[src/rtl/input_debounce.sv]
// Pin-side conditioning for push-buttons and slide-switches: polarity fix, 2-flop sync,
// per-bit stability-counter debounce, key press pulses, sticky pending flags and irq.
module input_debounce #(
  parameter int DEBOUNCE_CYCLES = 50000,
  parameter int CNT_WIDTH       = 16,
  parameter bit KEY_ACTIVE_LOW  = 1'b1,
  parameter bit SW_ACTIVE_LOW   = 1'b0
) (
  input  logic       clk,
  input  logic       reset,
  input  logic [3:0] raw_keys,
  input  logic [3:0] raw_switches,
  output logic [3:0] keys,
  output logic [3:0] switches,
  output logic [3:0] key_press,
  output logic [3:0] key_pending,
  input  logic       clear_en,
  input  logic [3:0] clear_mask,
  output logic       irq
);

  localparam logic [3:0] KEY_INV = KEY_ACTIVE_LOW ? 4'hF : 4'h0;
  localparam logic [3:0] SW_INV  = SW_ACTIVE_LOW  ? 4'hF : 4'h0;
  localparam logic [CNT_WIDTH-1:0] CNT_LAST = CNT_WIDTH'(DEBOUNCE_CYCLES - 1);

  // Bits [3:0] are keys, bits [7:4] are switches; all active-high from here on.
  logic [7:0] cond_in;
  logic [7:0] sync1;
  logic [7:0] sync2;
  logic [7:0] stable;
  logic [7:0] stable_next;
  logic [3:0] rise;
  logic [3:0] clr;
  logic [CNT_WIDTH-1:0] cnt      [8];
  logic [CNT_WIDTH-1:0] cnt_next [8];

  assign cond_in = {raw_switches ^ SW_INV, raw_keys ^ KEY_INV};

  always_comb begin
    stable_next = stable;
    for (int i = 0; i < 8; i++) begin
      cnt_next[i] = '0;
      if (sync2[i] != stable[i]) begin
        if (cnt[i] == CNT_LAST) begin
          stable_next[i] = sync2[i];
        end else begin
          cnt_next[i] = cnt[i] + CNT_WIDTH'(1);
        end
      end
    end
  end

  // A press is a debounced 0->1 on a key; computed from next state so the pulse and
  // the debounced key become visible on the same edge.
  assign rise = stable_next[3:0] & ~stable[3:0];
  assign clr  = clear_en ? clear_mask : 4'h0;

  always_ff @(posedge clk) begin
    if (reset) begin
      sync1       <= '0;
      sync2       <= '0;
      stable      <= '0;
      key_press   <= '0;
      key_pending <= '0;
      for (int i = 0; i < 8; i++) begin
        cnt[i] <= '0;
      end
    end else begin
      sync1       <= cond_in;
      sync2       <= sync1;
      stable      <= stable_next;
      key_press   <= rise;
      // Set has priority over a simultaneous clear.
      key_pending <= (key_pending & ~clr) | rise;
      for (int i = 0; i < 8; i++) begin
        cnt[i] <= cnt_next[i];
      end
    end
  end

  assign keys     = stable[3:0];
  assign switches = stable[7:4];
  assign irq      = |key_pending;

endmodule

[config.mk]
export PLATFORM = sky130hd
export DESIGN_NAME = input_debounce
export DESIGN_NICKNAME = d
export VERILOG_FILES = /design/src/rtl/input_debounce.sv
export SDC_FILE = /design/constraint.sdc
export NUM_CORES = 1
export LEC_CHECK = 0
export CORE_MARGIN = 2
export CORE_UTILIZATION = 30
export CTS_CLUSTER_DIAMETER = 60
export DETAILED_ROUTE_END_ITERATION = 8
export GPL_TIMING_DRIVEN = 0
export SLEW_MARGIN = 10
export SYNTH_ARGS = -nofsm -noshare
export SYNTH_HDL_FRONTEND = slang
export SYNTH_SLANG_ARGS = --single-unit
[constraint.sdc]
create_clock -name clk -period 2.1 [get_ports clk]
set_input_delay 0.63 -clock clk [delete_from_list [all_inputs] [get_ports clk]]
set_output_delay 0.63 -clock clk [all_outputs]
set_load 0.02 [all_outputs]
Word-level counts from Yosys, hierarchy flattened --
Memory sizes are Yosys's and may differ from the RTL's. Cells that the tools add are included.
Storage, ports and cells: register bits after elaboration 32, memory bits (writable) 128, output and inout port bits 17, word-level logic and storage cells 89, memories kept 1
Cells by class: $add $sub $neg 8, equality and inequality tests 16, multiplexer cells 36, bitwise logic cells 14, reduce and logical (&&, ||, !) cells 5
Memory list:
- cnt | words 8, width 16, read ports 8, clocked after Yosys merged registers in 0, wr ports 8, line 34 | logic [CNT_WIDTH-1:0] cnt [8];
Operators by type and width (count):
- 2-to-1 mux 16 bit | 24
- adder 16 x 1 -> 16 bit, second input constant | 8
- equality test 16 bit, second input constant | 8
- inverter 4 bit | 3
- 2-to-1 mux 1 bit | 11
- AND 4 bit | 2
- != test 1 bit | 8
- OR 1 bit | 8
- AND reduction 2 bit | 4
- 2-to-1 mux 4 bit | 1
- OR 4 bit | 1
- OR reduction 4 bit | 1

Logic depth before layout (Yosys ltp) --
depth in word-level cells 5, mapped depth 7, depth with buffers taken out 5

Worst setup path before layout --
OpenSTA, ideal clock, no wires.
path type flip-flop to flip-flop, from memory cnt[2][5] (netlist: cnt[0][37]), to register key_pending[2], data arrival time 1.869 ns, slack 0.163 ns, cell stages (with the launch flop) 5, period minus slack after synthesis 1.937 ns, path through dfxtp_1 -> or4_1 -> or4_4 -> or3b_4 -> a21oi_2
RTL lines:
- from (decl) | line 34
- to (signal assigned) | line 74 | key_pending <= (key_pending & ~clr) | rise;
- to (decl) | line 16 | output logic [3:0] key_pending,

Worst setup path in the final report --
from register key_pending[2], to output port irq
Between the ends: word-level cells in the longest chain between the ends 1
RTL lines:
- OR reduction 4 bit | line 83 | assign irq = |key_pending;
- to (decl) | line 19 | output logic irq
Every way passes these cells.

==> results by group <==
Layout
  • N_diodes: 0
  • Layout cells sized above 1: 0.06792
  • Fillers: between 2000 and 2500
  • Finished Cell Area: about 0.0080 sq mm
  • Final core utilization: 0.3681
  • Post-Layout Cell Count: between 1000 and 1500
  • P&R area growth vs syn: 21.13%
  • Post-layout net count: 806

Drt
  • Pre-antenna DRT Iters: 4
  • Antenna Nets Post-Route: 0
  • Routed vias/inst: around 4.6
  • Routed wire length: roughly 12000 microns
  • First DRT Iteration DRCs: around 230
  • DRC violation count after routing: 0
  • Via count: approximately 4900
  • DR WL/cell: roughly 11 microns

Placement
  • Port buffer count: 31
  • Placement-stage worst setup slack: -0.7612 ns
  • Placed cells: about 1000
  • Dpl hpwl: 8472 microns
  • Area post-placement: about 0.0073 sq mm
  • GPL Wtd Cong: just under 0.8

STA
  • Setup ws final: between 0.04 and 0.05 ns
  • Setup violators final: 0
  • Final worst-path cycle share: 0.9766
  • Slew margin rel.: 0.5816
  • Slew Limit Fails: 0
  • Unrepaired setup endpoints after global routing: false
  • Minimum clock period after layout: about 2 ns
  • Hold Fails Final Rpt: 0
  • Clock skew: between 0.008 and 0.009 ns
  • Max Clock Freq: between 0.4 and 0.5 GHz
  • Worst Tran Pin Value: 0.6276 ns

Worst hold path
  • Hold Crit Class: reg -> reg
  • Hold_sp: sync1[3]
  • Hold endpoint: sync2[3]
  • Worst Hold Depth: 1

Floorplan
  • Row count: between 50 and 60
  • Die Ht: approximately 150 microns
  • Total core area: 0.02169 sq mm
  • X dimension of the die: approximately 150 microns
  • Die Area: around 0.023 sq mm
  • # IOs: 32
  • Initial Utilization: 0.3039

Clock tree
  • Sinks on Clock Net: 160
  • Clk slew on worst S/H paths: approximately 0.060 ns
  • CTS root buf: clkbuf_16
  • Post-CTS Setup Bufs: 0
  • Cts hold-fix bufs: 0
  • CTS buffer count: 17
  • Clock buffer depth: 2
  • CTS tree: built
  • Clock H-tree levels: 4
  • Worst-Skew Late Latency: 0.42 ns

Pwr
  • Psw: roughly 1.2 mW
  • Switching portion of total power: 0.1868
  • Flop pwr share: 0.463
  • Pwr Density: approximately 830 mW/mm^2
  • Internal Power: between 5 and 6 mW
  • Worst IR Drop VDD: roughly 0.52 mV
  • Clock network power share: 0.523
  • Leakage: between 2 and 2.5 nW
  • Combinational Power Share: 0.014

Worst setup path
  • Kind of start point of the critical path: flop
  • Reg-to-reg critical path endpoint: key_pending[2]
  • CP Max Fanout: 3
  • Critical setup path kind: reg -> out
  • Reg2Reg Setup Slack: 0.07 ns
  • Critical path endpoint category: output port
  • Worst-case reg-to-reg path depth: 4
  • CP Data Required Time: between 1 and 1.5 ns
  • Worst EP arrival: roughly 1.4 ns
  • Reg-to-Reg Start: cnt[0][37]

Yosys
  • Count of different cell masters after synthesis: 32
  • Ys flop type: dfxtp_1
  • Yosys top cell area share: 0.4860
  • Mapped Cells: 738
  • Mapped Area: between 0.006 and 0.007 sq mm
  • Register bit total from synthesis: 160
  • Dominant cell type by area after synthesis: dfxtp_1
  • Area contributors post-synth: dfxtp_1, xnor2_1, nor2_1, nand3_1, nor4_1
  • Ys Warns: 0
  • Synth Net Count: around 760
  • Most common cell in the netlist: nor2_1
  • Syn avg cell area: 8.930 sq um
  • Async S/R FF share, synth: 0
  • Top cells by count, synth: nor2_1, dfxtp_1, xnor2_1
  • Sequential share of the synthesized area: 0.4860
  • EDFF count, synth: 0

GRT
  • Total grt overflow: 0
  • Initial antenna violation count: 0
  • Gr usage total: 0.1097
  • Vias in the first global route: 4558
  • First-pass GRT wire length: approximately 21000 microns
  • Largest net degree at the start of global routing: 17

Job
  • Maxcap violations: 0

Status
  • Status: finished clean
-- power by group through the flow --
stage               clock network [mW]  registers (mW)  logic, mW
floorplan                            0            3.13     0.0471
global placement                     0            3.13     0.0973
detailed placement                   0            3.13     0.0979
CTS                               3.56            3.06     0.0980
global route                      3.68            3.07      0.106
finish                            3.46            3.07     0.0936
-- cells by family (layout without fill, tap and decap cells) --
| kind of cell | count (synthesis) | in the layout | synth area share |
|---|---|---|---|
| AO/OA/AOI/OAI | 5 | 5 | 0.004367 |
| multiplexers | 8 | 8 | 0.01215 |
| AND/OR/NAND/NOR | 394 | 394 | 0.2977 |
| flip-flops | 160 | 160 | 0.4860 |
| XOR/XNOR | 119 | 119 | 0.1582 |
| adder cells (fa/ha/maj) | 8 | 8 | 0.01519 |
| buffers and inverters | 44 | 101 | 0.02639 |
-- area by class of cell --
type | instances | area (sq um) | area share
buffer | 13 | 65.06 | 0.008150
clock buffer | 21 | 460.4 | 0.05768
clock inverter | 10 | 206.4 | 0.02586
inverter | 26 | 97.59 | 0.01223
multi-input combinational | 534 | 3287 | 0.4118
sequential | 160 | 3207 | 0.4017
tap | 280 | 350.3 | 0.04389
timing repair buffer | 31 | 309.0 | 0.03871
-- layout by cell type, fill, tap and decap left out, types with 2 or more instances in the layout --
| cell | instances |
|---|---|
| a21oi_1 | 4 |
| xor2_1 | 12 |
| nor2_1 | 164 |
| inv_1 | 26 |
| buf_4 | 2 |
| ha_1 | 8 |
| nor4_1 | 30 |
| clkbuf_8 | 2 |
| mux2i_1 | 8 |
| nor3_1 | 35 |
| nand3b_1 | 3 |
| clkdlybuf4s50_1 | 22 |
| dfxtp_2 | 3 |
| nand3_2 | 4 |
| or4_4 | 2 |
| and3_1 | 6 |
| or4_1 | 5 |
| nand3_1 | 38 |
| buf_1 | 3 |
| xnor2_1 | 107 |
| dfxtp_1 | 157 |
| nand4_1 | 31 |
| nand2_1 | 36 |
| or3_1 | 3 |
| clkbuf_16 | 17 |
| buf_2 | 3 |
| dlygate4sd2_1 | 6 |
| nor4bb_1 | 5 |
| clkbuf_1 | 5 |
| clkinv_2 | 2 |
| nand4b_1 | 5 |
| nor2b_1 | 12 |
| bufinv_16 | 6 |
| dlymetal6s2s_1 | 2 |
| nor4b_1 | 2 |
| or4bb_1 | 4 |
| nor4_4 | 3 |
-- registers in the layout, summed over array words and instances (netlist names) --
signal       cells
stable           8
sync1            8
cnt            128
key_pending      4
sync2            8
key_press        4
-- worst max-delay path: stages, from the launching register on --
cell     delay (ns)
dfxtp_2        0.33
or4_4          0.53
buf_6          0.15
-- stage by stage --
| stage | power [mW] | hold slack [ns] | TNS, ns |
|---|---|---|---|
| 3_3_place_gp | 3.229 | 0.4174 | -46.26 |
| 2_1_floorplan | 3.177 | 0.4138 | 0 |
| 5_1_grt | 6.848 | 0.4465 | 0 |
| 3_5_place_dp | 3.230 | 0.4231 | -47.70 |
| 6_report | 6.619 | 0.4318 | 0 |
| 4_1_cts | 6.721 | 0.4293 | 0 |
-- routing by layer --
layer  routed length, microns  GRT usage
met1                     6268     0.1414
met2                     5334     0.1703
met3                      372    0.03072
met4                      372    0.05162
met5                        0          0
-- worst max-delay path by stage --
stage,end,startpoint,depth (start not counted)
6_report,irq,key_pending[2],2
5_1_grt,switches[1],stable[5],1
4_1_cts,keys[1],stable[1],1
3_5_place_dp,cnt[1][61],reset,6
3_3_place_gp,cnt[1][61],reset,6
2_1_floorplan,key_pending[2],cnt[0][37],4
-- timing repair --
action / in CTS / in global routing
endpoints found under the hold margin: 0 / 0
gates resized for setup: 22 / 11
cloned: 0 / 0
setup endpoints to repair: 86 / 73
No activity file was read; power rests on OpenSTA's default activity.
